==> src/rtl/eth_pktgen_pkg.sv <==
// Shared types and constants for the eth_pktgen AXI4-Stream frame generator.
package eth_pktgen_pkg;

  typedef enum logic [1:0] {
    IDLE = 2'd0,
    DATA = 2'd1,
    GAP  = 2'd2
  } state_t;

  localparam int MIN_FRAME_LEN = 60;

  // Header byte offsets within a frame
  localparam int DST_OFF  = 0;
  localparam int SRC_OFF  = 6;
  localparam int TYPE_OFF = 12;
  localparam int SEQ_OFF  = 14;
  localparam int TS_OFF   = 18;

endpackage

==> src/rtl/eth_pktgen_beat.sv <==
// Combinational byte-lane mux: builds tdata/tkeep for one beat of a generated frame.
// With ETH_PKTGEN_TIMESTAMP_EN defined, bytes 18-21 carry the frame timestamp.
module eth_pktgen_beat
  import eth_pktgen_pkg::*;
#(
  parameter int DATA_WIDTH = 64,
  parameter int KEEP_WIDTH = DATA_WIDTH / 8,
  parameter int LEN_WIDTH  = 14,
  localparam int KB        = $clog2(KEEP_WIDTH)
) (
  input  logic [LEN_WIDTH-1:0]  beat_idx,
  input  logic                  last_beat,
  input  logic [KB-1:0]         len_rem,
  input  logic [47:0]           dst_mac,
  input  logic [47:0]           src_mac,
  input  logic [15:0]           ethertype,
  input  logic [31:0]           seq_num,
`ifdef ETH_PKTGEN_TIMESTAMP_EN
  input  logic [31:0]           timestamp,
`endif
  output logic [DATA_WIDTH-1:0] tdata,
  output logic [KEEP_WIDTH-1:0] tkeep
);

  localparam int BW = LEN_WIDTH + KB;
`ifdef ETH_PKTGEN_TIMESTAMP_EN
  localparam int HDR_LEN = TS_OFF + 4;
`else
  localparam int HDR_LEN = TS_OFF;
`endif

  logic [7:0]    hdr [32];
  logic [BW-1:0] b;

  always_comb begin
    for (int i = 0; i < 32; i++) hdr[i] = 8'h00;
    for (int i = 0; i < 6; i++) begin
      hdr[DST_OFF+i] = dst_mac[47-8*i -: 8];
      hdr[SRC_OFF+i] = src_mac[47-8*i -: 8];
    end
    for (int i = 0; i < 2; i++) hdr[TYPE_OFF+i] = ethertype[15-8*i -: 8];
    for (int i = 0; i < 4; i++) begin
      hdr[SEQ_OFF+i] = seq_num[31-8*i -: 8];
`ifdef ETH_PKTGEN_TIMESTAMP_EN
      hdr[TS_OFF+i] = timestamp[31-8*i -: 8];
`endif
    end
  end

  // Global byte index is {beat, lane} because KEEP_WIDTH is a power of two
  always_comb begin
    tdata = '0;
    tkeep = '0;
    b     = '0;
    for (int lane = 0; lane < KEEP_WIDTH; lane++) begin
      b = {beat_idx, KB'(lane)};
      if (b < BW'(HDR_LEN)) tdata[8*lane +: 8] = hdr[b[4:0]];
      else                  tdata[8*lane +: 8] = b[7:0];
      tkeep[lane] = !last_beat || (len_rem == '0) || (KB'(lane) < len_rem);
    end
  end

endmodule

==> src/rtl/eth_pktgen.sv <==
// Parametrised AXI4-Stream Ethernet frame generator with per-frame sequence numbers.
// Define ETH_PKTGEN_TIMESTAMP_EN to insert a 32-bit cycle timestamp at bytes 18-21.
module eth_pktgen
  import eth_pktgen_pkg::*;
#(
  parameter int DATA_WIDTH = 64,
  parameter int KEEP_WIDTH = DATA_WIDTH / 8,
  parameter int LEN_WIDTH  = 14,
  parameter int CNT_WIDTH  = 32
) (
  input  logic                  clk156,
  input  logic                  eth_rst_n,
  input  logic                  start,
  input  logic                  stop,
  input  logic [LEN_WIDTH-1:0]  cfg_frame_len,
  input  logic [7:0]            cfg_ifg,
  input  logic [CNT_WIDTH-1:0]  cfg_frame_cnt,
  input  logic [47:0]           cfg_dst_mac,
  input  logic [47:0]           cfg_src_mac,
  input  logic [15:0]           cfg_ethertype,
  output logic                  m_axis_tvalid,
  input  logic                  m_axis_tready,
  output logic [DATA_WIDTH-1:0] m_axis_tdata,
  output logic [KEEP_WIDTH-1:0] m_axis_tkeep,
  output logic                  m_axis_tlast,
  output logic                  m_axis_tuser,
  output logic                  busy,
  output logic [CNT_WIDTH-1:0]  sent_count
);

  localparam int KB = $clog2(KEEP_WIDTH);

  state_t                state, state_next;
  logic [LEN_WIDTH-1:0]  beat_idx, last_idx, len_eff;
  logic [KB-1:0]         len_rem;
  logic [CNT_WIDTH-1:0]  frame_cnt_q;
  logic [7:0]            ifg_q, gap_cnt;
  logic [47:0]           dst_q, src_q;
  logic [15:0]           type_q;
  logic [31:0]           seq_num;
  logic                  stop_seen, stop_any;
  logic                  fire, last_beat, last_fire, run_done, new_frame;
  logic [DATA_WIDTH-1:0] beat_data;
  logic [KEEP_WIDTH-1:0] beat_keep;

  assign len_eff   = (cfg_frame_len < LEN_WIDTH'(MIN_FRAME_LEN)) ? LEN_WIDTH'(MIN_FRAME_LEN)
                                                                 : cfg_frame_len;
  assign last_beat = (beat_idx == last_idx);
  assign fire      = m_axis_tvalid && m_axis_tready;
  assign last_fire = fire && last_beat;
  assign stop_any  = stop_seen || stop;
  // seq_num counts frames already completed in this run
  assign run_done  = (frame_cnt_q != '0) && (CNT_WIDTH'(seq_num + 32'd1) == frame_cnt_q);

  always_ff @(posedge clk156 or negedge eth_rst_n) begin
    if (!eth_rst_n) state <= IDLE;
    else            state <= state_next;
  end

  always_comb begin
    state_next = state;
    new_frame  = 1'b0;
    case (state)
      IDLE: begin
        if (start) begin
          state_next = DATA;
          new_frame  = 1'b1;
        end
      end
      DATA: begin
        if (last_fire) begin
          if (run_done || stop_any) state_next = IDLE;
          else if (ifg_q == 8'd0)   new_frame  = 1'b1;
          else                      state_next = GAP;
        end
      end
      GAP: begin
        if (stop_any) begin
          state_next = IDLE;
        end else if (gap_cnt == ifg_q - 8'd1) begin
          state_next = DATA;
          new_frame  = 1'b1;
        end
      end
      default: state_next = IDLE;
    endcase
  end

  always_ff @(posedge clk156 or negedge eth_rst_n) begin
    if (!eth_rst_n) begin
      frame_cnt_q <= '0;
      ifg_q       <= '0;
      dst_q       <= '0;
      src_q       <= '0;
      type_q      <= '0;
      seq_num     <= '0;
      beat_idx    <= '0;
      last_idx    <= '0;
      len_rem     <= '0;
      gap_cnt     <= '0;
      stop_seen   <= 1'b0;
      sent_count  <= '0;
    end else begin
      if (state == IDLE && start) begin
        frame_cnt_q <= cfg_frame_cnt;
        ifg_q       <= cfg_ifg;
        dst_q       <= cfg_dst_mac;
        src_q       <= cfg_src_mac;
        type_q      <= cfg_ethertype;
        seq_num     <= '0;
      end else if (last_fire) begin
        seq_num <= seq_num + 32'd1;
      end

      if (new_frame) begin
        beat_idx <= '0;
        last_idx <= (len_eff - LEN_WIDTH'(1)) >> KB;
        len_rem  <= len_eff[KB-1:0];
      end else if (fire && !last_beat) begin
        beat_idx <= beat_idx + LEN_WIDTH'(1);
      end

      if (last_fire) sent_count <= sent_count + CNT_WIDTH'(1);

      if (state == GAP) gap_cnt <= gap_cnt + 8'd1;
      else              gap_cnt <= 8'd0;

      // A stop that arrives together with start still allows exactly one frame
      if (state == IDLE) stop_seen <= start && stop;
      else if (stop)     stop_seen <= 1'b1;
    end
  end

`ifdef ETH_PKTGEN_TIMESTAMP_EN
  logic [31:0] ts_cnt, ts_q;

  // Captured value equals the counter on the cycle the first beat appears
  always_ff @(posedge clk156 or negedge eth_rst_n) begin
    if (!eth_rst_n) begin
      ts_cnt <= '0;
      ts_q   <= '0;
    end else begin
      ts_cnt <= ts_cnt + 32'd1;
      if (new_frame) ts_q <= ts_cnt + 32'd1;
    end
  end
`endif

  eth_pktgen_beat #(
    .DATA_WIDTH (DATA_WIDTH),
    .KEEP_WIDTH (KEEP_WIDTH),
    .LEN_WIDTH  (LEN_WIDTH)
  ) u_beat (
    .beat_idx  (beat_idx),
    .last_beat (last_beat),
    .len_rem   (len_rem),
    .dst_mac   (dst_q),
    .src_mac   (src_q),
    .ethertype (type_q),
    .seq_num   (seq_num),
`ifdef ETH_PKTGEN_TIMESTAMP_EN
    .timestamp (ts_q),
`endif
    .tdata     (beat_data),
    .tkeep     (beat_keep)
  );

  assign m_axis_tvalid = (state == DATA);
  assign m_axis_tdata  = m_axis_tvalid ? beat_data : '0;
  assign m_axis_tkeep  = m_axis_tvalid ? beat_keep : '0;
  assign m_axis_tlast  = m_axis_tvalid && last_beat;
  assign m_axis_tuser  = 1'b0;
  assign busy          = (state != IDLE);

endmodule

==> config.mk <==
export PLATFORM = sky130hd
export DESIGN_NAME = eth_pktgen
export DESIGN_NICKNAME = d
export VERILOG_FILES = /design/src/rtl/eth_pktgen_pkg.sv /design/src/rtl/eth_pktgen_beat.sv /design/src/rtl/eth_pktgen.sv
export SDC_FILE = /design/constraint.sdc
export NUM_CORES = 1
export LEC_CHECK = 0
export BUFFER_PORTS_ARGS = -buffer_cell sky130_fd_sc_hd__buf_4
export CORE_ASPECT_RATIO = 1.75
export CORE_MARGIN = 4
export CORE_UTILIZATION = 55
export DETAILED_ROUTE_END_ITERATION = 8
export GPL_TIMING_DRIVEN = 0
export PLACE_DENSITY = 0.77
export SETUP_SLACK_MARGIN = 0.15
export SYNTH_ARGS = -nofsm -noshare
export SYNTH_HDL_FRONTEND = slang
export SYNTH_SLANG_ARGS = --single-unit
export TNS_END_PERCENT = 1
==> constraint.sdc <==
create_clock -name clk156 -period 5.2 [get_ports clk156]
set_input_delay 1.04 -clock clk156 [delete_from_list [all_inputs] [get_ports clk156]]
set_output_delay 1.04 -clock clk156 [all_outputs]
set_load 0.05 [all_outputs]
==> flow_metrics.tcl <==
set metrics [dict create \
    status "finished with violations" \
    violations "capacitance limit, slew limit" \
    busiest_layer "met2" \
    fp-row-count 77 \
    slew_headroom_pct -2.17 \
    clkTransAtPathRegs_ns 0.07 \
    synth_area_sq_um 14200 \
    dieArea_sq_um 28500 \
    die_height_microns 220 \
    crit_type "reg2out" \
    min_delay_path_depth 1 \
    htreeDepth 1 \
    finalCritPeriodShare_pct 94.0 \
    holdWs_ns 0.473 \
    grt_remaining_overflow 0 \
    hold_viol_final 0 \
    slowest_stage "or4_1" \
    grt_max_degree 103 \
    p_leak_uw 0.00835 \
    finalSetupViolCount 0 \
    dpl.hpwl_microns 36900 \
    grtUsageMet1_pct 38.2 \
    hp-start "sent_count[31]" \
    cap_violations 2 \
    syn_to_final_growth_pct 24.0 \
    drv_slew 7 \
    post_drt_wl_per_cell_microns 21.2 \
    firstDrtPassIters 7 \
    cp.arrival_ns 3.85 \
    yosysTopAreaCellShare_pct 45.0 \
    grt_pass1_vias 13800 \
    holdCritPathClass "reg2reg" \
    drt_iter0_markers 1238 \
    post-synth-top-area-cell "dfrtp_1" \
    syn_area_per_cell_sq_um 8.51 \
    tightest_slew_ns 1.52 \
    ys_seq_elements 255 \
    peakVddDrop_mv 0.747 \
    critPathLaunchType "flop" \
    syn_inst 1665 \
    synth.distinct_cells 73 \
    clock-sinks 255 \
    path_buf_inv 4 \
    gp_congestion 0.991 \
    synth_edf_count 0 \
    core_sq_um 25300 \
    grt_antenna_before_repair 1 \
    numCtsBuffers 25 \
    synth_area_leaders "dfrtp_1 (45%), nand2_1 (14%), xnor2_1 (4.6%), mux2i_1 (3.8%), a21oi_1 (3.1%)" \
    worst-r2r-cell-count 10 \
    r2r-start "seq_num[1]" \
    grt_util_met3_pct 4.52 \
    clock_path_buffers 3 \
    ioPinCount 279 \
    power_uw 10100 \
    io_buffers 277 \
    crit_chain "clkbuf_1 -> or4_1 -> nor4_4 -> nor2b_1 -> buf_2 -> clkbuf_1 -> a21oi_1 -> a311oi_1 -> buf_4" \
    fin_skew_ns 0.0112 \
    yosys_warnings 0 \
    startpoint "beat_idx[2]" \
    synthArstFlopShare_pct 100 \
    die_w_microns 129 \
    track_usage_pct 33.6 \
    ys_seq_area_share_pct 45.0 \
    start_util_pct 55.9 \
    setup-tns-final_ns 0 \
    num_vias 13600 \
    syn_nets 1841 \
    clock_latency_ns 0.55 \
    wl_microns 48900 \
    rsz0062_at_grt "false" \
    cts.root.buffer_cell "clkbuf_16" \
    hold_end "sent_count[31]" \
    p_per_area_nw_per_um2 574 \
    nNetsFinal 2148 \
    critical_path.top_delay_family "buffers and inverters" \
    critPathMaxStageDelay_ns 0.62 \
    finalCriticalPeriod_ns 4.89 \
    final_layout_size_suffix_gt1_share_pct 20.2 \
    synth_flop_cell "dfrtp_1" \
    r2r_slack_ns 0.63 \
    end_kind "output port" \
    crit_path_frequent_cell "clkbuf_1" \
    ant_nets 0 \
    cts_tree "built" \
    required_ns 4.16 \
    vias_per_cell 5.90 \
    r2r-end "last_idx[6]" \
    grt_pass1_wl_microns 74500 \
    drc 0 \
    fmax_mhz 205 \
    met2_usage_pct 59.2 \
    critPathMaxFanout 10 \
]
sequential cells by signal, summed over array words and instances, names as in the netlist:
signal / flops
gap_cnt: 8
len_rem: 3
frame_cnt_q: 32
src_q: 48
beat_idx: 14
state: 2
sent_count: 32
seq_num: 32
dst_q: 48
type_q: 16
last_idx: 11
ifg_q: 8
stop_seen: 1
layout by cell type, fill, tap and decap left out, drive strengths merged, types with 3 or more instances in the layout:
master   instances
nand4           32
or3              8
and3            18
a21oi           88
nand2b           6
a311oi           6
o2111ai          3
a31oi           13
o31ai           16
o41ai            4
clkinv           8
nor3            30
and4            13
diode            3
clkbuf         110
or4             10
dfrtp          255
a2bb2oi         11
bufinv           3
nor2           102
buf            321
and2             8
a31o             3
nor4            31
nor2b            4
xor2            37
o21ai           66
ha               5
nand2          510
o31a            19
or4b             3
mux2i           54
xnor2           75
or2              4
mux2             6
nand3           55
inv             24
metrics by stage:
stage                     area, sq um  util (%)  cells  setup WS (ns)
after detailed placement        16700      66.0   2260          0.379
after global placement          16600      65.7   2258        -0.0281
after CTS                       17600      69.3   2306          0.349
after global routing            17600      69.3   2307          0.198
after floorplan                 14200         -   1665          0.503
final                           17600      69.4   2309          0.314
cells in the mapped netlist, types with 3 or more instances:
library cell and n:
a21oi_1 88, a2bb2oi_2 9, a311oi_1 6, a31o_2 3, a31oi_1 13, and2_1 8
and3_1 18, and4_1 13, buf_1 14, buf_2 15, buf_4 7, buf_6 5
clkbuf_1 76, dfrtp_1 255, ha_1 5, inv_1 24, mux2_2 6, mux2i_1 54
nand2_1 510, nand2b_1 6, nand3_1 53, nand4_1 30, nor2_1 101, nor2b_1 4
nor3_1 22, nor3_2 8, nor4_1 23, nor4_2 3, nor4_4 5, o21ai_0 66
o31a_1 19, o31ai_1 12, o31ai_2 4, o41ai_1 4, or2_2 4, or3_1 8
or4_1 9, xnor2_1 75, xor2_1 37
worst max path at each step:
stage                       endpoint  slack [ns]  cells after the start
global route        m_axis_tdata[51]        0.20                      9
global placement    m_axis_tdata[51]       -0.03                      9
floorplan           m_axis_tdata[51]        0.50                      8
detailed placement  m_axis_tdata[51]        0.38                      9
finish              m_axis_tdata[51]        0.31                      9
CTS                 m_axis_tdata[51]        0.35                      9
metal layers:
metal,wire length (microns),vias to the layer above
li1,-,6282
met1,17500,6546
met2,25100,618
met3,3140,176
met4,3240,0
met5,0,-
power by group:
| group | switching, uW | leakage [uW] | internal (uW) |
|---|---|---|---|
| logic | 3440 | 0.00476 | 1610 |
| clock network | 792 | 0.000415 | 1090 |
| registers | 525 | 0.00318 | 2630 |
| total | 4760 | 0.00835 | 5330 |
cells by family after synthesis:
family,count (synthesis),synth area share [%]
other,1,0.0265
and+or+nand+nor,841,27.4
AOI/OAI and AO/OA,249,11.6
adders and majority gates,5,0.441
DFF,255,45.0
muxes,60,4.29
buffers and inverters,142,4.35
xor gates and xnor gates,112,6.92
layout make-up:
| class | count | area [sq um] |
|---|---|---|
| fill | 2144 | 7760 |
| multi-input combinational | 1268 | 7190 |
| sequential | 255 | 6380 |
| timing repair buffer | 280 | 2150 |
| clock buffer | 33 | 696 |
| buffer | 118 | 527 |
| tap | 316 | 395 |
| clock inverter | 12 | 138 |
| inverter | 24 | 90.1 |
| antenna | 3 | 7.51 |
repair_timing:
item                       in CTS  in global routing
hold endpoints to repair        0                  0
gates resized for setup         1                  0
setup buffers                   1                  0
setup endpoints to repair      33                  0
hold buffers                    0                  0
No activity file was read; power rests on OpenSTA's default activity.
